==> config.mk <==
export PLATFORM = sky130hd
export DESIGN_NAME = muldiv_ctrl
export DESIGN_NICKNAME = d
export VERILOG_FILES = /design/src/rtl/muldiv_pkg.sv /design/src/rtl/muldiv_step.sv /design/src/rtl/muldiv_ctrl.sv
export SDC_FILE = /design/constraint.sdc
export NUM_CORES = 1
export LEC_CHECK = 0
export BUFFER_PORTS_ARGS = -buffer_cell sky130_fd_sc_hd__buf_2
export CAP_MARGIN = 15
export CORE_MARGIN = 4
export CORE_UTILIZATION = 40
export DETAILED_ROUTE_END_ITERATION = 8
export GPL_TIMING_DRIVEN = 0
export SYNTH_ARGS = -nofsm -noshare
export SYNTH_HDL_FRONTEND = slang
export SYNTH_HIERARCHICAL = 1
export SYNTH_SLANG_ARGS = --single-unit
==> constraint.sdc <==
create_clock -name clk -period 5.1 [get_ports clk]
set_clock_uncertainty 0.15 [all_clocks]
set_input_delay 0.51 -clock clk [delete_from_list [all_inputs] [get_ports clk]]
set_output_delay 0.51 -clock clk [all_outputs]
set_load 0.01 [all_outputs]
==> src/rtl/muldiv_pkg.sv <==
`default_nettype none
// ============================================================================
// Module      : muldiv_pkg
// Description : Shared funct codes, FSM state encoding and opcode helpers
//               for the iterative HI/LO multiply/divide unit.
// Revision    : 1.0 - initial release
// ============================================================================
package muldiv_pkg;

    localparam logic [5:0] FN_MTHI  = 6'h11;
    localparam logic [5:0] FN_MTLO  = 6'h13;
    localparam logic [5:0] FN_MULT  = 6'h18;
    localparam logic [5:0] FN_MULTU = 6'h19;
    localparam logic [5:0] FN_DIV   = 6'h1A;
    localparam logic [5:0] FN_DIVU  = 6'h1B;

    localparam int ITER_COUNT = 32;
    localparam int CNT_W      = $clog2(ITER_COUNT);

    typedef enum logic [2:0] {
        ST_IDLE = 3'd0,
        ST_PREP = 3'd1,
        ST_ITER = 3'd2,
        ST_FIX  = 3'd3,
        ST_DONE = 3'd4
    } state_t;

    function automatic logic is_arith(input logic [5:0] f);
        return (f == FN_MULT) || (f == FN_MULTU) || (f == FN_DIV) || (f == FN_DIVU);
    endfunction

    function automatic logic is_signed_op(input logic [5:0] f);
        return (f == FN_MULT) || (f == FN_DIV);
    endfunction

    function automatic logic is_div_op(input logic [5:0] f);
        return (f == FN_DIV) || (f == FN_DIVU);
    endfunction

endpackage
`default_nettype wire

==> src/rtl/muldiv_step.sv <==
`default_nettype none
// ============================================================================
// Module      : muldiv_step
// Description : One combinational iteration over the {hi, lo} work pair:
//               shift-add for multiply, restoring shift-subtract for divide.
// Revision    : 1.0 - initial release
// ============================================================================
module muldiv_step
    import muldiv_pkg::*;
(
    input  logic        is_div,
    input  logic [31:0] hi_in,
    input  logic [31:0] lo_in,
    input  logic [31:0] opnd,
    output logic [31:0] hi_out,
    output logic [31:0] lo_out
);

    logic [32:0] w_sum;
    logic [32:0] w_shifted;
    logic        w_fits;

    // Partial remainder is shifted before the compare, so it needs 33 bits.
    assign w_sum     = {1'b0, hi_in} + (lo_in[0] ? {1'b0, opnd} : 33'd0);
    assign w_shifted = {hi_in, lo_in[31]};
    assign w_fits    = (w_shifted >= {1'b0, opnd});

    always_comb begin
        hi_out = hi_in;
        lo_out = lo_in;
        if (is_div) begin
            if (w_fits) begin
                hi_out = w_shifted[31:0] - opnd;
                lo_out = {lo_in[30:0], 1'b1};
            end else begin
                hi_out = w_shifted[31:0];
                lo_out = {lo_in[30:0], 1'b0};
            end
        end else begin
            hi_out = w_sum[32:1];
            lo_out = {w_sum[0], lo_in[31:1]};
        end
    end

endmodule
`default_nettype wire

==> src/rtl/muldiv_ctrl.sv <==
`default_nettype none
// ============================================================================
// Module      : muldiv_ctrl
// Description : MIPS HI/LO multiply/divide controller: 32-cycle iterative
//               MULT/MULTU/DIV/DIVU plus single-cycle MTHI/MTLO writes.
// Revision    : 1.0 - initial release
// ============================================================================
module muldiv_ctrl
    import muldiv_pkg::*;
(
    input  logic        clk,
    input  logic        reset_n,
    input  logic        start,
    input  logic [5:0]  funccode,
    input  logic [31:0] a,
    input  logic [31:0] b,
    output logic        busy,
    output logic        done,
    output logic        div_by_zero,
    output logic [31:0] hi,
    output logic [31:0] lo
);

    state_t             state_q, state_d;
    logic [CNT_W-1:0]   cnt_q, cnt_d;
    logic [5:0]         op_q, op_d;
    logic [31:0]        a_q, a_d, b_q, b_d;
    logic [31:0]        work_hi_q, work_hi_d, work_lo_q, work_lo_d;
    logic [31:0]        opnd_q, opnd_d;
    logic               neg_lo_q, neg_lo_d, neg_hi_q, neg_hi_d;
    logic [31:0]        hi_q, hi_d, lo_q, lo_d;
    logic               busy_q, busy_d, done_q, done_d, dbz_q, dbz_d;

    logic               w_a_neg, w_b_neg;
    logic [31:0]        w_step_hi, w_step_lo;
    logic [63:0]        w_prod, w_prod_neg;

    assign w_a_neg    = is_signed_op(op_q) & a_q[31];
    assign w_b_neg    = is_signed_op(op_q) & b_q[31];
    assign w_prod     = {work_hi_q, work_lo_q};
    assign w_prod_neg = 64'd0 - w_prod;

    muldiv_step u_step (
        .is_div (is_div_op(op_q)),
        .hi_in  (work_hi_q),
        .lo_in  (work_lo_q),
        .opnd   (opnd_q),
        .hi_out (w_step_hi),
        .lo_out (w_step_lo)
    );

    always_comb begin
        state_d   = state_q;
        cnt_d     = cnt_q;
        op_d      = op_q;
        a_d       = a_q;
        b_d       = b_q;
        work_hi_d = work_hi_q;
        work_lo_d = work_lo_q;
        opnd_d    = opnd_q;
        neg_lo_d  = neg_lo_q;
        neg_hi_d  = neg_hi_q;
        hi_d      = hi_q;
        lo_d      = lo_q;
        busy_d    = busy_q;
        done_d    = 1'b0;
        dbz_d     = 1'b0;
        case (state_q)
            // DONE already shows busy=0, so a stalled CPU issues its next
            // request there; it is accepted exactly as in IDLE.
            ST_IDLE, ST_DONE: begin
                state_d = ST_IDLE;
                busy_d  = 1'b0;
                if (start) begin
                    if (is_arith(funccode)) begin
                        state_d = ST_PREP;
                        busy_d  = 1'b1;
                        op_d    = funccode;
                        a_d     = a;
                        b_d     = b;
                    end else if (funccode == FN_MTHI) begin
                        hi_d = a;
                    end else if (funccode == FN_MTLO) begin
                        lo_d = a;
                    end
                end
            end
            ST_PREP: begin
                work_hi_d = 32'd0;
                work_lo_d = w_a_neg ? (32'd0 - a_q) : a_q;
                opnd_d    = w_b_neg ? (32'd0 - b_q) : b_q;
                neg_lo_d  = w_a_neg ^ w_b_neg;
                neg_hi_d  = w_a_neg;
                cnt_d     = '0;
                state_d   = ST_ITER;
            end
            ST_ITER: begin
                work_hi_d = w_step_hi;
                work_lo_d = w_step_lo;
                cnt_d     = cnt_q + 1'b1;
                if (cnt_q == CNT_W'(ITER_COUNT - 1)) begin
                    state_d = ST_FIX;
                end
            end
            ST_FIX: begin
                if (is_div_op(op_q)) begin
                    if (b_q == 32'd0) begin
                        lo_d  = 32'hFFFF_FFFF;
                        hi_d  = a_q;
                        dbz_d = 1'b1;
                    end else begin
                        lo_d = neg_lo_q ? (32'd0 - work_lo_q) : work_lo_q;
                        hi_d = neg_hi_q ? (32'd0 - work_hi_q) : work_hi_q;
                    end
                end else begin
                    {hi_d, lo_d} = neg_lo_q ? w_prod_neg : w_prod;
                end
                done_d  = 1'b1;
                busy_d  = 1'b0;
                state_d = ST_DONE;
            end
            default: begin
                state_d = ST_IDLE;
                busy_d  = 1'b0;
            end
        endcase
    end

    always_ff @(posedge clk) begin
        if (!reset_n) begin
            state_q   <= ST_IDLE;
            cnt_q     <= '0;
            op_q      <= 6'd0;
            a_q       <= 32'd0;
            b_q       <= 32'd0;
            work_hi_q <= 32'd0;
            work_lo_q <= 32'd0;
            opnd_q    <= 32'd0;
            neg_lo_q  <= 1'b0;
            neg_hi_q  <= 1'b0;
            hi_q      <= 32'd0;
            lo_q      <= 32'd0;
            busy_q    <= 1'b0;
            done_q    <= 1'b0;
            dbz_q     <= 1'b0;
        end else begin
            state_q   <= state_d;
            cnt_q     <= cnt_d;
            op_q      <= op_d;
            a_q       <= a_d;
            b_q       <= b_d;
            work_hi_q <= work_hi_d;
            work_lo_q <= work_lo_d;
            opnd_q    <= opnd_d;
            neg_lo_q  <= neg_lo_d;
            neg_hi_q  <= neg_hi_d;
            hi_q      <= hi_d;
            lo_q      <= lo_d;
            busy_q    <= busy_d;
            done_q    <= done_d;
            dbz_q     <= dbz_d;
        end
    end

    assign busy        = busy_q;
    assign done        = done_q;
    assign div_by_zero = dbz_q;
    assign hi          = hi_q;
    assign lo          = lo_q;

endmodule
`default_nettype wire

==> flow_summary.toml <==
[drt]
ant_nets = 0
wl_met2_um = 32000
met1_length_um = 33400
wire_per_inst_um = 24.0
dr.max_layer_used = "met4"
first_pass_iters = 6
wl_met3_um = 7450
viasPerCell = 6.15
drt_iter0_markers = 2089
vias = 19500
routed_wl_um = 76100
post-route-drc-count = 0

[global_route]
grt_pass1_wl_um = 113000
grt_pass1_vias = 18200
grt_use_total_pct = 30.6
grt_max_degree = 16
gr-total-overflow = 0
antenna_found_initial = 2

[synthesis]
yosysMostFrequentCell = "nand2_1"
synthArstFlopShare_pct = 0
syn_area_um2 = 17700
syn-instance-count = 2369
syn_avg_cell_area_um2 = 7.45
ys_types = 84
yosys-top-cells-count = "279 x nand2_1, 254 x a21oi_1, 243 x dfxtp_1"
synth_top_cell_area_share_pct = 27.6
yosys_warnings = 6
ys.flop_type = "dfxtp_1"
yosys.area.top_type = "dfxtp_1"
synth-seq-area-share_pct = 27.6
syn_nets = 2514
synth.area.top_cells = "dfxtp_1 28%, a21oi_1 7.2%, nand2_1 5.9%"
synth-edff-count = 0
ys_ff_latch = 243

[timing]
fmax_ghz = 0.204
maxSlewHeadroom_pct = 7.10
final_hold_viol_count = 0
post-route-min-period_ps = 4910
slew_violations = 0
worst_slew_pin_slew_ps = 1370
tns_ps = 0
post-route-period-util_pct = 96.2
setup_violations = 0
fin_ws_ps = 194
rsz0062_at_grt = "no"

[worst_setup_path]
endpoint = "work_hi_q[30]"
cp-start-kind = "flip-flop"
cp_num_cells = 14
path_buf_inv = 1
path_class = "reg -> reg"
cpPeakStageDelay_ps = 800
crit_path_end_kind = "flip-flop"
r2r-end = "work_hi_q[30]"
reg2regPathDepth = 14
path_cells = "clkbuf_1 > and2_1 > ha_1 > a211oi_1 > o211ai_1 > a21oi_1 > a211oi_2 > a31oi_1 > o31ai_1 > mux2_2 > a211o_1 > o21ai_0 > a22oi_1 > nor2_1"
reg2reg_from = "work_lo_q[0]"
cp_max_fo = 10
cp_slowest_cell = "dfxtp_1"
cp.required_ps = 5470
critical_path_arrival_ps = 5280
startpoint = "work_lo_q[0]"
cp_top_family = "compound AO/OA/AOI/OAI gates"
reg2reg_slack_ps = 190

[die]
die_w_um = 218
initial_core_util_pct = 40.7
die_h_um = 218
num_rows = 76
core_area_um2 = 43400
dieArea_um2 = 47600
pin_count = 140

[finish]
seqCellArea_um2 = 4860
multiInputGateArea_um2 = 11900
final_core_util_pct = 47.1
fill_cells = 4426
layoutNonFillerInstCount = 3175
nets = 2712
drive_gt1_share_pct = 10.2
area_delta_synth_final_pct = 15.8

[flow_run]
cap_viol_max_count = 0

[placement]
gp_congestion = 0.997
portBuffers = 138
place_inst = 3092
dpl.hpwl_um = 59500
pre_cts_ws_ps = -122

[clock_tree]
numCtsBuffers = 29
clk_pin_slew_ps = 70
root_buffer = "clkbuf_16"
clockBufferDepth = 3
post_cts_buffers = 0
cts_tree = "done"
clock-sinks = 243
cts.htree.levels = 1
insertion_delay_ps = 610

[power]
p_sw_share_pct = 26.7
p_comb_share_pct = 10.5
p_leak_uw = 0.00823
switchingPower_uw = 1280
clock_power_share_pct = 49.0
power_density_nw_per_um2 = 235
seqPwrFrac_pct = 40.5
irDropWorstVdd_v = 0.000316
internal-power_uw = 3520

[worst_hold_path]
min_path_type = "in -> reg"

[outcome]
status = "completed"
registers in the layout (all words and copies together) (netlist names):
| signal | flops |
|---|---|
| a_q | 32 |
| b_q | 32 |
| hi | 32 |
| lo | 32 |
| opnd_q | 32 |
| work_hi_q | 32 |
| work_lo_q | 32 |
| op_q | 6 |
| cnt_q | 5 |
| state_q | 3 |
| busy | 1 |
| div_by_zero | 1 |
| done | 1 |
| neg_hi_q | 1 |
| neg_lo_q | 1 |
power by group through the flow:
stage	sequential [µW]	combinational (µW)	clock, µW
floorplan	1970	302	0
detailed placement	1980	471	0
CTS	1940	491	2350
global placement	1980	468	0
finish	1940	504	2350
global route	1940	538	2440
cells by family (layout without fill, tap and decap cells):
family / count (synthesis) / after routing / share of synthesized area [%]
fa+ha+maj: 72 / 72 / 5.19
flops: 243 / 243 / 27.6
buf+inv: 239 / 459 / 5.25
other cells: 0 / 1 / 0
mux: 57 / 57 / 3.45
compound gates: 750 / 750 / 27.2
simple gates: 832 / 832 / 22.6
xor+xnor: 176 / 176 / 8.73
repair_timing:
action | in CTS | in global routing
endpoints found under the hold margin | 29 | 0
resized for setup | 1 | 4
hold buffers | 29 | 0
setup endpoints to repair | 4 | 15
tightest hold or removal path, stage by stage:
cell and delay [ps]:
buf_2 110, nand2_1 50, a21oi_1 50
how the worst min path moves through the flow:
stage,cells past startpoint,startpoint,slack (ps),end
3_3_place_gp,2,hi[26],290,hi[26]
5_1_grt,3,b[16],9,b_q[16]
6_report,3,b[16],20,b_q[16]
4_1_cts,3,b[16],5,b_q[16]
2_1_floorplan,2,op_q[4],280,op_q[4]
3_5_place_dp,2,hi[26],290,hi[26]
per-layer routing:
| layer | global-route usage (%) | up-vias |
|---|---|---|
| met3 | 5.70 | 190 |
| li1 | - | 8981 |
| met5 | 0 | - |
| met4 | 11.1 | 0 |
| met1 | 43.6 | 9305 |
| met2 | 46.2 | 1063 |
cell usage in the layout, fill, tap and decap left out, drive strengths merged, types with 52 or more instances in the layout:
cell type,synthesis,final
nand2,279,279
nor2,225,225
ha,70,70
dfxtp,243,243
xor2,66,66
a22oi,52,52
o21ai,145,145
xnor2,110,110
buf,22,160
clkbuf,143,182
inv,72,73
a21oi,254,254
metrics by stage:
stage | total power, µW | cell area, µm² | hold slack [ps]
3_3_place_gp | 2450 | 19100 | 286
3_5_place_dp | 2450 | 19100 | 291
2_1_floorplan | 2270 | 17700 | 281
4_1_cts | 4790 | 20400 | 4.59
5_1_grt | 4920 | 20400 | 8.83
6_report | 4800 | 20400 | 22.2
cell type report:
| class | count | area share (%) |
|---|---|---|
| clock buffers | 39 | 3.98 |
| repair buffers | 167 | 4.80 |
| inverters | 74 | 1.36 |
| clock inverters | 14 | 1.21 |
| diodes | 1 | 0.0122 |
| multi-input cells | 1887 | 58.1 |
| plain buffers | 165 | 3.19 |
| well taps | 585 | 3.58 |
| flip-flops and latches | 243 | 23.8 |
No activity file was read; power rests on OpenSTA's default activity.
